===== src/rtl/main_net_argument_max_seq.sv =====
// Output-layer arg-max: collects NUMBER_OF_OUTPUT_NODE floats by address, then
// scans them one per cycle with a sign-magnitude key compare and strobes the winner.
module main_net_argument_max_seq #(
   parameter int DATA_WIDTH            = 32,
   parameter int EXP_WIDTH             = 8,
   parameter int NUMBER_OF_OUTPUT_NODE = 3,
   parameter int ACTION_WIDTH          = (NUMBER_OF_OUTPUT_NODE > 2) ? $clog2(NUMBER_OF_OUTPUT_NODE) : 1
) (
   input  logic                    clk,
   input  logic                    rst,
   input  logic                    i_clear,
   input  logic                    i_data_valid,
   input  logic [ACTION_WIDTH-1:0] i_data_addr,
   input  logic [DATA_WIDTH-1:0]   i_data,
   output logic                    o_ready,
   output logic [ACTION_WIDTH-1:0] o_arg_max,
   output logic [DATA_WIDTH-1:0]   o_max_value,
   output logic                    o_arg_max_valid
);

   localparam int N          = NUMBER_OF_OUTPUT_NODE;
   localparam int MANT_WIDTH = DATA_WIDTH - 1 - EXP_WIDTH;
   localparam logic [DATA_WIDTH-1:0] SIGN_BIT = {1'b1, {(DATA_WIDTH-1){1'b0}}};

   typedef enum logic {ST_COLLECT, ST_SCAN} state_t;

   state_t                  r_state, w_state_next;
   logic [DATA_WIDTH-1:0]   r_buf [N];
   logic [N-1:0]            r_fill;
   logic [N-1:0]            w_fill_set;
   logic [ACTION_WIDTH-1:0] r_scan_idx;
   logic [ACTION_WIDTH-1:0] r_run_idx;
   logic [DATA_WIDTH-1:0]   r_run_max;
   logic                    w_in_range;
   logic                    w_wr_en;
   logic                    w_fill_full;
   logic                    w_last_idx;
   logic                    w_take;
   logic [DATA_WIDTH-1:0]   w_cand;
   logic [DATA_WIDTH-1:0]   w_best_val;
   logic [ACTION_WIDTH-1:0] w_best_idx;

   function automatic logic f_is_nan(input logic [DATA_WIDTH-1:0] v);
      return (&v[DATA_WIDTH-2 -: EXP_WIDTH]) && (|v[MANT_WIDTH-1:0]);
   endfunction

   // Maps a float onto an unsigned key whose order matches numeric order; -0 folds to +0.
   function automatic logic [DATA_WIDTH-1:0] f_key(input logic [DATA_WIDTH-1:0] v);
      logic [DATA_WIDTH-1:0] n;
      n = (v == SIGN_BIT) ? '0 : v;
      return n[DATA_WIDTH-1] ? ~n : (n | SIGN_BIT);
   endfunction

   assign w_in_range  = {1'b0, i_data_addr} < (ACTION_WIDTH+1)'(N);
   assign w_wr_en     = (r_state == ST_COLLECT) && i_data_valid && !i_clear && w_in_range;
   assign w_fill_full = &(r_fill | w_fill_set);
   assign w_last_idx  = (r_scan_idx == ACTION_WIDTH'(N-1));
   assign w_cand      = r_buf[r_scan_idx];

   // NOTE: every variable assigned in a combinational block gets a default first,
   // otherwise a path that skips the assignment infers a latch.
   always_comb begin
      w_fill_set = '0;
      if (w_wr_en) w_fill_set[i_data_addr] = 1'b1;
   end

   // Entry 0 seeds the running max; later entries win only when strictly greater,
   // and a NaN never displaces anything.
   always_comb begin
      w_take = (r_scan_idx == '0) ||
               (!f_is_nan(w_cand) && (f_is_nan(r_run_max) || (f_key(w_cand) > f_key(r_run_max))));
      w_best_val = w_take ? w_cand     : r_run_max;
      w_best_idx = w_take ? r_scan_idx : r_run_idx;
   end

   always_ff @(posedge clk or posedge rst) begin
      if (rst) r_state <= ST_COLLECT;
      else     r_state <= w_state_next;
   end

   always_comb begin
      w_state_next = r_state;
      case (r_state)
         ST_COLLECT: if (w_wr_en && w_fill_full) w_state_next = ST_SCAN;
         ST_SCAN:    if (w_last_idx)             w_state_next = ST_COLLECT;
         default:                                w_state_next = ST_COLLECT;
      endcase
   end

   always_comb begin
      o_ready = (r_state == ST_COLLECT);
   end

   // NOTE: the value buffer has no reset; its contents are only read after every
   // slot has been written, so a reset would cost routing for no benefit.
   always_ff @(posedge clk) begin
      if (w_wr_en) r_buf[i_data_addr] <= i_data;
   end

   // NOTE: sequential state uses non-blocking assignments so every register samples
   // pre-edge values regardless of statement order.
   always_ff @(posedge clk or posedge rst) begin
      if (rst) begin
         r_fill          <= '0;
         r_scan_idx      <= '0;
         r_run_idx       <= '0;
         r_run_max       <= '0;
         o_arg_max       <= '0;
         o_max_value     <= '0;
         o_arg_max_valid <= 1'b0;
      end else begin
         o_arg_max_valid <= 1'b0;
         if (r_state == ST_COLLECT) begin
            r_scan_idx <= '0;
            if (i_clear) r_fill <= '0;
            else         r_fill <= r_fill | w_fill_set;
         end else begin
            r_run_max  <= w_best_val;
            r_run_idx  <= w_best_idx;
            r_scan_idx <= r_scan_idx + ACTION_WIDTH'(1);
            if (w_last_idx) begin
               o_arg_max       <= w_best_idx;
               o_max_value     <= w_best_val;
               o_arg_max_valid <= 1'b1;
               r_fill          <= '0;
               r_scan_idx      <= '0;
            end
         end
      end
   end

endmodule


===== config.mk =====
export PLATFORM = sky130hd
export DESIGN_NAME = main_net_argument_max_seq
export DESIGN_NICKNAME = d
export VERILOG_FILES = /design/src/rtl/main_net_argument_max_seq.sv
export SDC_FILE = /design/constraint.sdc
export NUM_CORES = 1
export LEC_CHECK = 0
export CAP_MARGIN = 20
export CORE_ASPECT_RATIO = 1.25
export CORE_UTILIZATION = 54
export CTS_CLUSTER_SIZE = 16
export DETAILED_ROUTE_END_ITERATION = 7
export PLACE_DENSITY_LB_ADDON = 0.1
export SYNTH_ARGS = -nofsm -noshare
export SYNTH_HDL_FRONTEND = slang
export SYNTH_SLANG_ARGS = --single-unit

===== constraint.sdc =====
create_clock -name clk -period 5.14 [get_ports clk]
set_input_delay 1.028 -clock clk [delete_from_list [all_inputs] [get_ports clk]]
set_output_delay 1.028 -clock clk [all_outputs]
set_load 0.1 [all_outputs]

==> results of run 1 <==
[cell type report]
class	instances	area share, %
clock buffer	18	4.21
clock inverter	14	2.06
inverter	7	0.258
multi-input combinational	500	34.2
sequential	171	46.7
tap	208	2.55
timing repair buffer	106	10.0
[worst paths after layout]
path                                        end  slack (ns)  cells past startpoint
worst max-delay path              r_run_max[31]        0.34                     19
worst min-delay path               o_arg_max[0]        0.48                      2
worst max register to register    r_run_max[31]        0.34                     19
worst min register to register     o_arg_max[0]        0.48                      2
max in group asynchronous        o_max_value[6]        3.09                      3
min in group asynchronous       o_max_value[18]        1.03                      2
[stage by stage]
stage / total power, W / setup TNS (ns) / cell area (um^2)
floorplan: 0.00343 / 0 / 8450
global placement: 0.00383 / 0 / 9490
detailed placement: 0.00391 / -0.0212 / 9490
CTS: 0.00530 / -0.0395 / 10100
global route: 0.00562 / -0.0290 / 10200
finish: 0.00530 / 0 / 10200
[report_power, final]
| group | switching (W) | leakage, nW | internal, W |
|---|---|---|---|
| registers | 0.000198 | 1.76 | 0.00162 |
| logic | 0.00115 | 1.91 | 0.000947 |
| clock network | 0.000556 | 0.312 | 0.000828 |
[sequential cells by signal, summed over array words and instances, names as in the netlist]
register         flops
r_scan_idx           2
o_arg_max_valid      1
r_run_idx            2
o_arg_max            2
o_max_value         32
r_run_max           32
r_buf               96
r_state              1
r_fill               3
[critical path: cells and delay by family (launching register included)]
family,cells,cell delay [ns]
buf+inv,4,1.11
flops,1,0.60
mux,1,0.36
fa+ha+maj,1,0.31
compound gates,6,1.12
simple gates,7,1.13
[routing by layer]
metal	GRT usage, %	up-vias	share of wire, %
met5	0	-	0
met3	4.74	31	3.4
met1	30.7	2778	43
met4	9.23	0	2.2
li1	-	2739	-
met2	41.7	121	51
[cell usage in the layout (no fill, tap or decap), types with 3 or more instances in the layout]
master / n
nand2_1: 111
edfxtp_1: 96
clkdlybuf4s50_1: 73
dfrtp_1: 73
mux2i_1: 64
o21ai_1: 38
o21ai_0: 37
nor2_1: 35
ha_1: 32
mux2_1: 30
xor2_1: 30
xnor2_1: 29
buf_4: 27
a21oi_1: 20
clkbuf_16: 17
nand4_1: 12
nor4_1: 10
nor3_1: 6
inv_1: 5
a21o_1: 4
bufinv_16: 4
inv_6: 4
and4_1: 3
nand3_1: 3
nor2b_1: 3
nand2b_1: 3
buf_12: 3
[kinds of logic after synthesis]
logic type,synth area share (%)
simple gates,10.5
flops,56.3
compound gates,7.33
mux,12.0
xor+xnor,6.11
buf+inv,3.11
fa+ha+maj,4.74
[what timing repair did]
action                                  CTS  global route
setup buffers                             0             1
pin swaps                                 0             2
gates resized for setup                   0             8
gates cloned                              0             1
endpoints found under the setup margin    6            67
==> summary.md, run 1 <==
| Metric | Value |
|---|---|
| Least-Margin Pin Slew | 0.998 ns |
| Root Driver | clkbuf_16 |
| Cells after DPL | 989 |
| Layout Skew | 0.0102 ns |
| Startpoint types | flop |
| DRC | 0 |
| Die area | 0.0162 mm^2 |
| VDD IR max | 0.286 mV |
| Non-filler cells, final | 1024 |
| Cell Rows | 50 |
| Synth area leader | edfxtp_1 |
| Core Region | 0.0151 mm^2 |
| Sequential cell area | 0.00476 mm^2 |
| Multi-input gate area | 0.00349 mm^2 |
| Final hold slack | 0.477 ns |
| Kind of critical path | flop to flop |
| # nets final | 873 |
| Grt total ovfl | 0 |
| CP arrival | 5.11 ns |
| I/O pin cnt | 74 |
| CTS Hold Bufs | 0 |
| RD Place Congestion | 0.911 |
| # diodes | 0 |
| CP peak stage delay | 0.60 ns |
| Die width | 114 um |
| Sequential area share after synthesis | 56.3% |
| Critical-path maximum fanout | 30 |
| DRT antenna net count | 0 |
| Clock transition at path regs | 0.07 ns |
| HP Start | o_arg_max[0] |
| Post-Place Setup Slack | -0.0152 ns |
| Critical Path, Cell by Cell | buf_4 > buf_4 > o21ai_1 > nand2b_1 > nor3_1 > nand2_1 > nor4_4 > buf_2 > nor2_1 > ha_1 > nand4_1 > nand3b_1 > a21oi_1 > a211o_1 > o311ai_2 > a22oi_4 > o21ai_2 > buf_6 > mux2_2 |
| RR Startpoint | r_scan_idx[1] |
| Status | finished, final reports clean |
| Yosys warns | 0 |
| Final Setup Violations | 0 |
| Clk sinks | 171 |
| Layout cells sized above 1 | 9.93% |
| Vias in the first global route | 5932 |
| First-pass GRT wire length | 29800 um |
| Post-synth ARST share | 43.9% |
| Largest net degree at the start of global routing | 68 |
| Vias | 5669 |
| Setup ws final | 0.342 ns |
| Starting DRC count in detailed routing | 306 |
| Max_cap viols | 0 |
| Via density | 5.54 |
| #FFs+latches synth | 171 |
| Fin util | 67.4% |
| Crit share post-route | 93.3% |
| Initial antenna violation count | 0 |
| Final Max Slew Viols | 0 |
| Mean Syn Cell Area | 11.8 um^2 |
| DR WL/cell | 17.9 um |
| Fill cells | 1130 |
| EDFF count, synth | 96 |
| Clk buf depth | 2 |
| Area grow syn2layout | 20.7% |
| CP startpoint | r_scan_idx[1] |
| H-tree depth | 4 |
| Dpl hpwl | 12600 um |
| Syn Inst Count | 718 |
| Most frequent CP cell | buf_4 |
| Worst min-delay path class | flop to flop |
| Max frequency | 208 MHz |
| Post-synth top flop | edfxtp_1 |
| GRT Util Overall | 24.4% |
| Mapped cell area | 0.00845 mm^2 |
| Aggregate routed wire length | 18300 um |
| Die height | 142 um |
| Syn_nets | 788 |
| Initial Utilization | 55.8% |
| Relative slew slack | 33.2% |
| Count of different cell masters after synthesis | 47 |
| Top cells by instance count after synthesis | nand2_1, edfxtp_1, dfrtp_1, mux2i_1, o21ai_1 |
| Post-synth top area share | 34.1% |
| CTS tree | yes |
| CTS Buf Count | 17 |
| CP max stage cell | dfrtp_4 |
| Count leader, synth | nand2_1 |
| Synth top area cells | edfxtp_1, dfrtp_1, mux2i_1 |
| CP endpoint kind | flop |
| Port bufs | 73 |
| Final hold vios | 0 |
| TritonRoute pass-1 iters | 5 |
| PD cells | 520 mW/mm^2 |
| Leakage | 3.99 nW |
| Minimum clock period after layout | 4.80 ns |
| Worst skew pair latency | 0.43 ns |
| Req. time, crit path | 5.45 ns |
Note: power is estimated with default switching activity, not from simulation.
==> run 2, diff against run 1 <==
- REMOVE_ABC_BUFFERS: default -> 1
==> summary.md, run 2 (same netlist as run 1, synthesis figures left out) <==
| Metric | Value |
|---|---|
| Final hold vios | 0 (unchanged) |
| Core Region | 0.0151 mm^2 (unchanged) |
| GRT Util Overall | 24.6% (+0.24 points) |
| Internal power | 0.00335 W (-1.2%) |
| VDD IR max | 0.293 mV (+2.6%) |
| Cell Rows | 50 (unchanged) |
| # nets final | 875 (+0.23%) |
| Fin util | 67.3% (about the same) |
| DR WL/cell | 17.9 um (about the same) |
| Layout cells sized above 1 | 9.78% (-0.15 points) |
| Top flop regs | r_buf: 96 flops, o_max_value: 32 flops, r_run_max: 32 flops |
| TritonRoute pass-1 iters | 4 (-1) |
| RSZ-0062 raised after global routing | false |
| Max reg flops | 96 (unchanged) |
| Most frequent CP cell | buf_4 |
| Most flops, register | r_buf |
| Combinational power share | 39.9% (+0.3 points) |
| Critical-path maximum fanout | 16 (-47%) |
| Area grow syn2layout | 20.6% (about the same) |
| Dpl hpwl | 12700 um (+0.60%) |
| I/O pin cnt | 74 (unchanged) |
| Clk buf depth | 2 (unchanged) |
| Largest net degree at the start of global routing | 68 (unchanged) |
| Final total power | 0.00521 W (-1.7%) |
| Grt total ovfl | 0 (unchanged) |
| Root Driver | clkbuf_16 |
| Most frequent cells in the layout | nand2_1, edfxtp_1, clkdlybuf4s50_1, dfrtp_1, mux2i_1 |
| Vias in the first global route | 5918 (-0.24%) |
| PD cells | 511 mW/mm^2 (-1.6%) |
| Minimum clock period after layout | 4.78 ns (-0.0181 ns) |
| CP endpoint kind | flop |
| H-tree depth | 4 (unchanged) |
| Initial Utilization | 55.8% (unchanged) |
| Least-Margin Pin Slew | 0.984 ns (-0.0140 ns) |
| Critical Path, Cell by Cell | buf_4 > buf_4 > mux2i_1 > o21ai_1 > nor4_1 > buf_4 > and4_1 > nand3_1 > nor4_4 > buf_6 > nor2_1 > ha_1 > and4_1 > nand3b_1 > a21oi_1 > a211o_1 > o311ai_2 > a22oi_4 > o21ai_2 > buf_4 > mux2_1 |
| Startpoint types | flop |
| Port bufs | 73 (unchanged) |
| WP buf/inv | 5 (+1) |
| Max_cap viols | 0 (unchanged) |
| Crit share post-route | 93.0% (-0.35 points) |
| Die height | 142 um (unchanged) |
| CP arrival | 5.09 ns (-0.02 ns) |
| CP delay by family, top | simple AND/OR/NAND/NOR gates |
| Starting DRC count in detailed routing | 252 (-18%) |
| Kind of critical path | flop to flop |
| Reg-to-reg slack, setup | 0.36 ns (+0.02 ns) |
| Aggregate routed wire length | 18400 um (+0.19%) |
| Status | finished, final reports clean |
| Cells after DPL | 989 (unchanged) |
| Via density | 5.56 (+0.35%) |
| First-pass GRT wire length | 29800 um (about the same) |
| Die width | 114 um (unchanged) |
| Vias | 5700 (+0.55%) |
| Clk sinks | 171 (unchanged) |
| Leakage | 3.99 nW (about the same) |
| Die area | 0.0162 mm^2 (unchanged) |
| Clock group share of total power | 25.3% (-0.8 points) |
| Worst skew pair latency | 0.43 ns (about the same) |
| Req. time, crit path | 5.45 ns (about the same) |
| Commonest non-fill, non-tap cell in the layout | nand2_1 |
| Worst min-delay path class | flop to flop |
| Final Setup Violations | 0 (unchanged) |
| Net Switching | 0.00186 W (-2.6%) |
| Clock transition at path regs | 0.06 ns (about the same) |
| DRC | 0 (unchanged) |
| Sw frac | 35.7% (-0.34 points) |
| Layout Skew | 0.00690 ns (-0.00331 ns) |
| Relative slew slack | 34.2% (+0.94 points) |
| RD Place Congestion | 0.879 (-3.6%) |
| CTS Buf Count | 17 (unchanged) |
| CP max stage cell | dfrtp_2 |
| CTS tree | yes |
| Reg power frac | 34.8% (+0.5 points) |
| DRT antenna net count | 0 (unchanged) |
| Final Max Slew Viols | 0 (unchanged) |
| CP peak stage delay | 0.43 ns (-0.17 ns) |
| # diodes | 0 (unchanged) |
| Non-filler cells, final | 1026 (+0.20%) |
| Initial antenna violation count | 0 (unchanged) |
| Max frequency | 209 MHz (+0.38%) |
run 2: changes by cell type in the layout (fill, tap and decap cells not counted), moves of 2 or more:
cell / before / now
clkbuf_1: 1 / 3
nor4_1: 10 / 12
o21ai_1: 38 / 40
nor4_2: 2 / 0
clkinv_4: 1 / 3
buf_6: 2 / 4
clkinv_2: 0 / 3
inv_6: 4 / 0
inv_8: 2 / 0
o21ai_0: 37 / 35
run 2: worst reg2reg max path, stage by stage (launching register included):
cell,delay (ns)
dfrtp_2,0.43
buf_4,0.16
buf_4,0.16
mux2i_1,0.16
o21ai_1,0.10
nor4_1,0.27
buf_4,0.17
and4_1,0.21
nand3_1,0.20
nor4_4,0.28
buf_6,0.22
nor2_1,0.07
ha_1,0.32
and4_1,0.23
nand3b_1,0.11
a21oi_1,0.05
a211o_1,0.30
o311ai_2,0.30
a22oi_4,0.11
o21ai_2,0.21
buf_4,0.24
mux2_1,0.36
run 2: final cells by class:
type / count / area, um^2
Clock buffer: 20 / 437
Clock inverter: 12 / 173
Fill cell: 1165 / 4950
Inverter: 7 / 26.3
Multi-Input combinational cell: 500 / 3480
Sequential cell: 171 / 4760
Tap cell: 208 / 260
Timing Repair Buffer: 108 / 1060
run 2: worst paths after layout:
check,startpoint,to,cells after the start
max,r_scan_idx[0],r_run_max[27],21
min,o_arg_max[0],o_arg_max[0],2
max reg2reg,r_scan_idx[0],r_run_max[27],21
min reg2reg,o_arg_max[0],o_arg_max[0],2
max in group asynchronous,rst,r_scan_idx[1],3
min in group asynchronous,rst,o_max_value[20],2
run 2: repair_timing:
action                                  CTS  global route
hold endpoints to repair                  0             0
gates resized for setup                   2             7
cloned                                    0             0
hold buffers                              0             0
pin swaps                                 0             1
setup buffers                             0             4
endpoints found under the setup margin   39            68
run 2: per-layer routing:
| metal | vias up | GRT usage, % | share of wire [%] |
|---|---|---|---|
| met2 | 107 | 44.9 | 54 |
| met3 | 25 | 4.57 | 3.4 |
| met4 | 0 | 8.41 | 1.8 |
| met5 | - | 0 | 0 |
| li1 | 2750 | - | - |
| met1 | 2818 | 29.0 | 41 |
run 2: power groups by stage:
stage | registers (W) | clock network, W | logic, W
global placement | 0.00183 | 0 | 0.00198
CTS | 0.00181 | 0.00135 | 0.00208
finish | 0.00181 | 0.00132 | 0.00208
floorplan | 0.00190 | 0 | 0.00143
global route | 0.00184 | 0.00140 | 0.00230
detailed placement | 0.00184 | 0 | 0.00204
run 2: stage by stage:
stage	setup WS [ns]	area, um^2	hold slack [ns]	setup TNS (ns)
3_5_place_dp	-0.0809	9490	0.464	-1.48
3_3_place_gp	0.115	9490	0.453	0
2_1_floorplan	-4.18	8220	0.442	-257.62
5_1_grt	0.0186	10200	0.513	0
6_report	0.360	10200	0.475	0
4_1_cts	0.0106	10100	0.479	0
==> run 3, diff against run 2 <==
--- a/config.mk
+++ b/config.mk
@@ -10,2 +10,3 @@
 export CORE_UTILIZATION = 54
+export CTS_CLUSTER_DIAMETER = 30
 export CTS_CLUSTER_SIZE = 16
==> constraint.sdc (replaced) <==
create_clock -name clk -period 5.14 [get_ports clk]
set_input_delay 0.771 -clock clk [delete_from_list [all_inputs] [get_ports clk]]
set_output_delay 0.771 -clock clk [all_outputs]
set_load 0.1 [all_outputs]
==> summary.md, run 3 (same netlist as run 1, synthesis figures left out) <==
| Metric | Value |
|---|---|
| Commonest non-fill, non-tap cell in the layout | nand2_1 |
| CTS Hold Bufs | 0 (unchanged) |
| Core Region | 0.0151 mm^2 (unchanged) |
| DRC | 0 (unchanged) |
| Port bufs | 73 (unchanged) |
| CTS tree | yes |
| CP max stage cell | dfrtp_2 |
| Critical Path, Cell by Cell | mux2i_1 > o21ai_0 > nor4_1 > buf_4 > and4_1 > nand3_1 > nor4_4 > buf_6 > nor2_1 > ha_1 > and4_1 > nand3b_1 > a21oi_1 > a211o_1 > o311ai_2 > a22oi_4 > o21ai_2 > buf_4 > mux2_2 |
| PD cells | 517 mW/mm^2 (+1.1%) |
| CP arrival | 5.12 ns (+0.03 ns) |
| I/O pin cnt | 74 (unchanged) |
| Reg-to-reg slack, setup | 0.33 ns (-0.03 ns) |
| CP endpoint kind | flop |
| Layout Skew | 0.0111 ns (+0.00416 ns) |
| CP delay by family, top | simple AND/OR/NAND/NOR gates |
| GRT Util Overall | 24.5% (-0.096 points) |
| Largest net degree at the start of global routing | 68 (unchanged) |
| DR WL/cell | 18.1 um (+0.92%) |
| Minimum clock period after layout | 4.81 ns (+0.0333 ns) |
| Dpl hpwl | 12900 um (+1.0%) |
| Status | finished, final reports clean |
| Critical-path maximum fanout | 16 (unchanged) |
| Final Max Slew Viols | 0 (unchanged) |
| Clock transition at path regs | 0.06 ns (about the same) |
| Initial Utilization | 55.8% (unchanged) |
| Root Driver | clkbuf_16 |
| Max reg flops | 96 (unchanged) |
| Most flops, register | r_buf |
| CTS Buf Count | 17 (unchanged) |
| Die area | 0.0162 mm^2 (unchanged) |
| Max frequency | 208 MHz (-0.69%) |
| Vias in the first global route | 5804 (-1.9%) |
| Final total power | 0.00528 W (+1.3%) |
| Die width | 114 um (unchanged) |
| Area grow syn2layout | 20.8% |
| DRT antenna net count | 0 (unchanged) |
| Vias | 5740 (+0.70%) |
| Kind of critical path | flop to flop |
| Cell Rows | 50 (unchanged) |
| Least-Margin Pin Slew | 0.985 ns (+0.000735 ns) |
| Max_cap viols | 0 (unchanged) |
| Starting DRC count in detailed routing | 345 (+37%) |
| Crit share post-route | 93.6% (+0.65 points) |
| CP peak stage delay | 0.46 ns (+0.03 ns) |
| Die height | 142 um (unchanged) |
| Startpoint types | flop |
| First-pass GRT wire length | 29800 um (about the same) |
| Final Setup Violations | 0 (unchanged) |
| RSZ-0062 raised after global routing | false |
| Relative slew slack | 34.1% (-0.049 points) |
| Layout cells sized above 1 | 9.79% (+0.012 points) |
| RD Place Congestion | 0.871 (-0.89%) |
| Worst skew pair latency | 0.43 ns (about the same) |
| Req. time, crit path | 5.44 ns (about the same) |
| VDD IR max | 0.277 mV (-5.6%) |
| Worst min-delay path class | flop to flop |
| Clk sinks | 171 (unchanged) |
| Leakage | 4.00 nW (+0.21%) |
| Top flop regs | r_buf: 96 flops, o_max_value: 32 flops, r_run_max: 32 flops |
| # nets final | 874 (-0.11%) |
| Via density | 5.60 (+0.80%) |
| TritonRoute pass-1 iters | 4 (unchanged) |
| Initial antenna violation count | 0 (unchanged) |
| Fin util | 67.5% (+0.13 points) |
| H-tree depth | 4 (unchanged) |
| Aggregate routed wire length | 18500 um (+0.82%) |
| # diodes | 0 (unchanged) |
| Clk buf depth | 2 (unchanged) |
| Grt total ovfl | 0 (unchanged) |
| Most frequent cells in the layout | nand2_1, edfxtp_1, clkdlybuf4s50_1, dfrtp_1, mux2i_1 |
| Final hold vios | 0 (unchanged) |
| WP buf/inv | 3 (-2) |
## run 3: worst register-to-register path, cell delays in order (launching register included)
cell and delay [ns]:
dfrtp_2 0.46, mux2i_1 0.20, o21ai_0 0.22, nor4_1 0.40, buf_4 0.19, and4_1 0.18
nand3_1 0.19, nor4_4 0.29, buf_6 0.22, nor2_1 0.08, ha_1 0.33, and4_1 0.23
nand3b_1 0.10, a21oi_1 0.05, a211o_1 0.30, o311ai_2 0.31, a22oi_4 0.12, o21ai_2 0.19
buf_4 0.24, mux2_2 0.38
## run 3: timing repair
action | 4_1_cts | 5_1_grt
buffers inserted | 2 | 0
pin swaps | 0 | 1
cloned | 0 | 0
endpoints found under the setup margin | 6 | 49
gates resized for setup | 0 | 4
## run 3: metal layers
layer  global-route usage [%]  up-vias  share of wire [%]
met5                        0        -                  0
li1                         -     2744                  -
met1                     29.5     2831                 42
met2                     43.9      130                 53
met3                     4.61       35                3.4
met4                     8.48        0                2.1
## run 3: worst paths after layout
kind / depth (start not counted) / start / to
max in group asynchronous: 4 / rst / o_max_value[2]
min in group asynchronous: 2 / rst / o_max_value[17]
hold / removal: 2 / o_arg_max[1] / o_arg_max[1]
setup / recovery: 19 / r_scan_idx[0] / r_run_max[31]
setup reg to reg: 19 / r_scan_idx[0] / r_run_max[31]
hold reg to reg: 2 / o_arg_max[1] / o_arg_max[1]
## run 3: metrics by stage
stage | TNS, ns | cell area (um^2) | setup slack (ns) | hold WS (ns) | std cells
5_1_grt | 0 | 10200 | 0.00562 | 0.497 | 1025
2_1_floorplan | -257.62 | 8220 | -4.18 | 0.442 | 678
6_report | 0 | 10200 | 0.327 | 0.468 | 1025
4_1_cts | 0 | 10100 | 0.0842 | 0.473 | 1023
3_3_place_gp | 0 | 9500 | 0.204 | 0.452 | 989
3_5_place_dp | 0 | 9500 | 0.0374 | 0.460 | 989
## run 3: cell type report
class | count | area (um^2)
fillers | 1166 | 4930
flip-flops and latches | 171 | 4760
multi-input cells | 500 | 3480
repair buffers | 107 | 1060
clock buffers | 21 | 460
well taps | 208 | 260
clock inverters | 11 | 168
inverters | 7 | 26.3
## run 3: report_power, final
| group | internal (W) | leakage [nW] | total, W | switching [W] |
|---|---|---|---|---|
| clock network | 0.000838 | 0.305 | 0.00136 | 0.000517 |
| logic | 0.000942 | 1.93 | 0.00211 | 0.00116 |
| registers | 0.00162 | 1.76 | 0.00181 | 0.000197 |
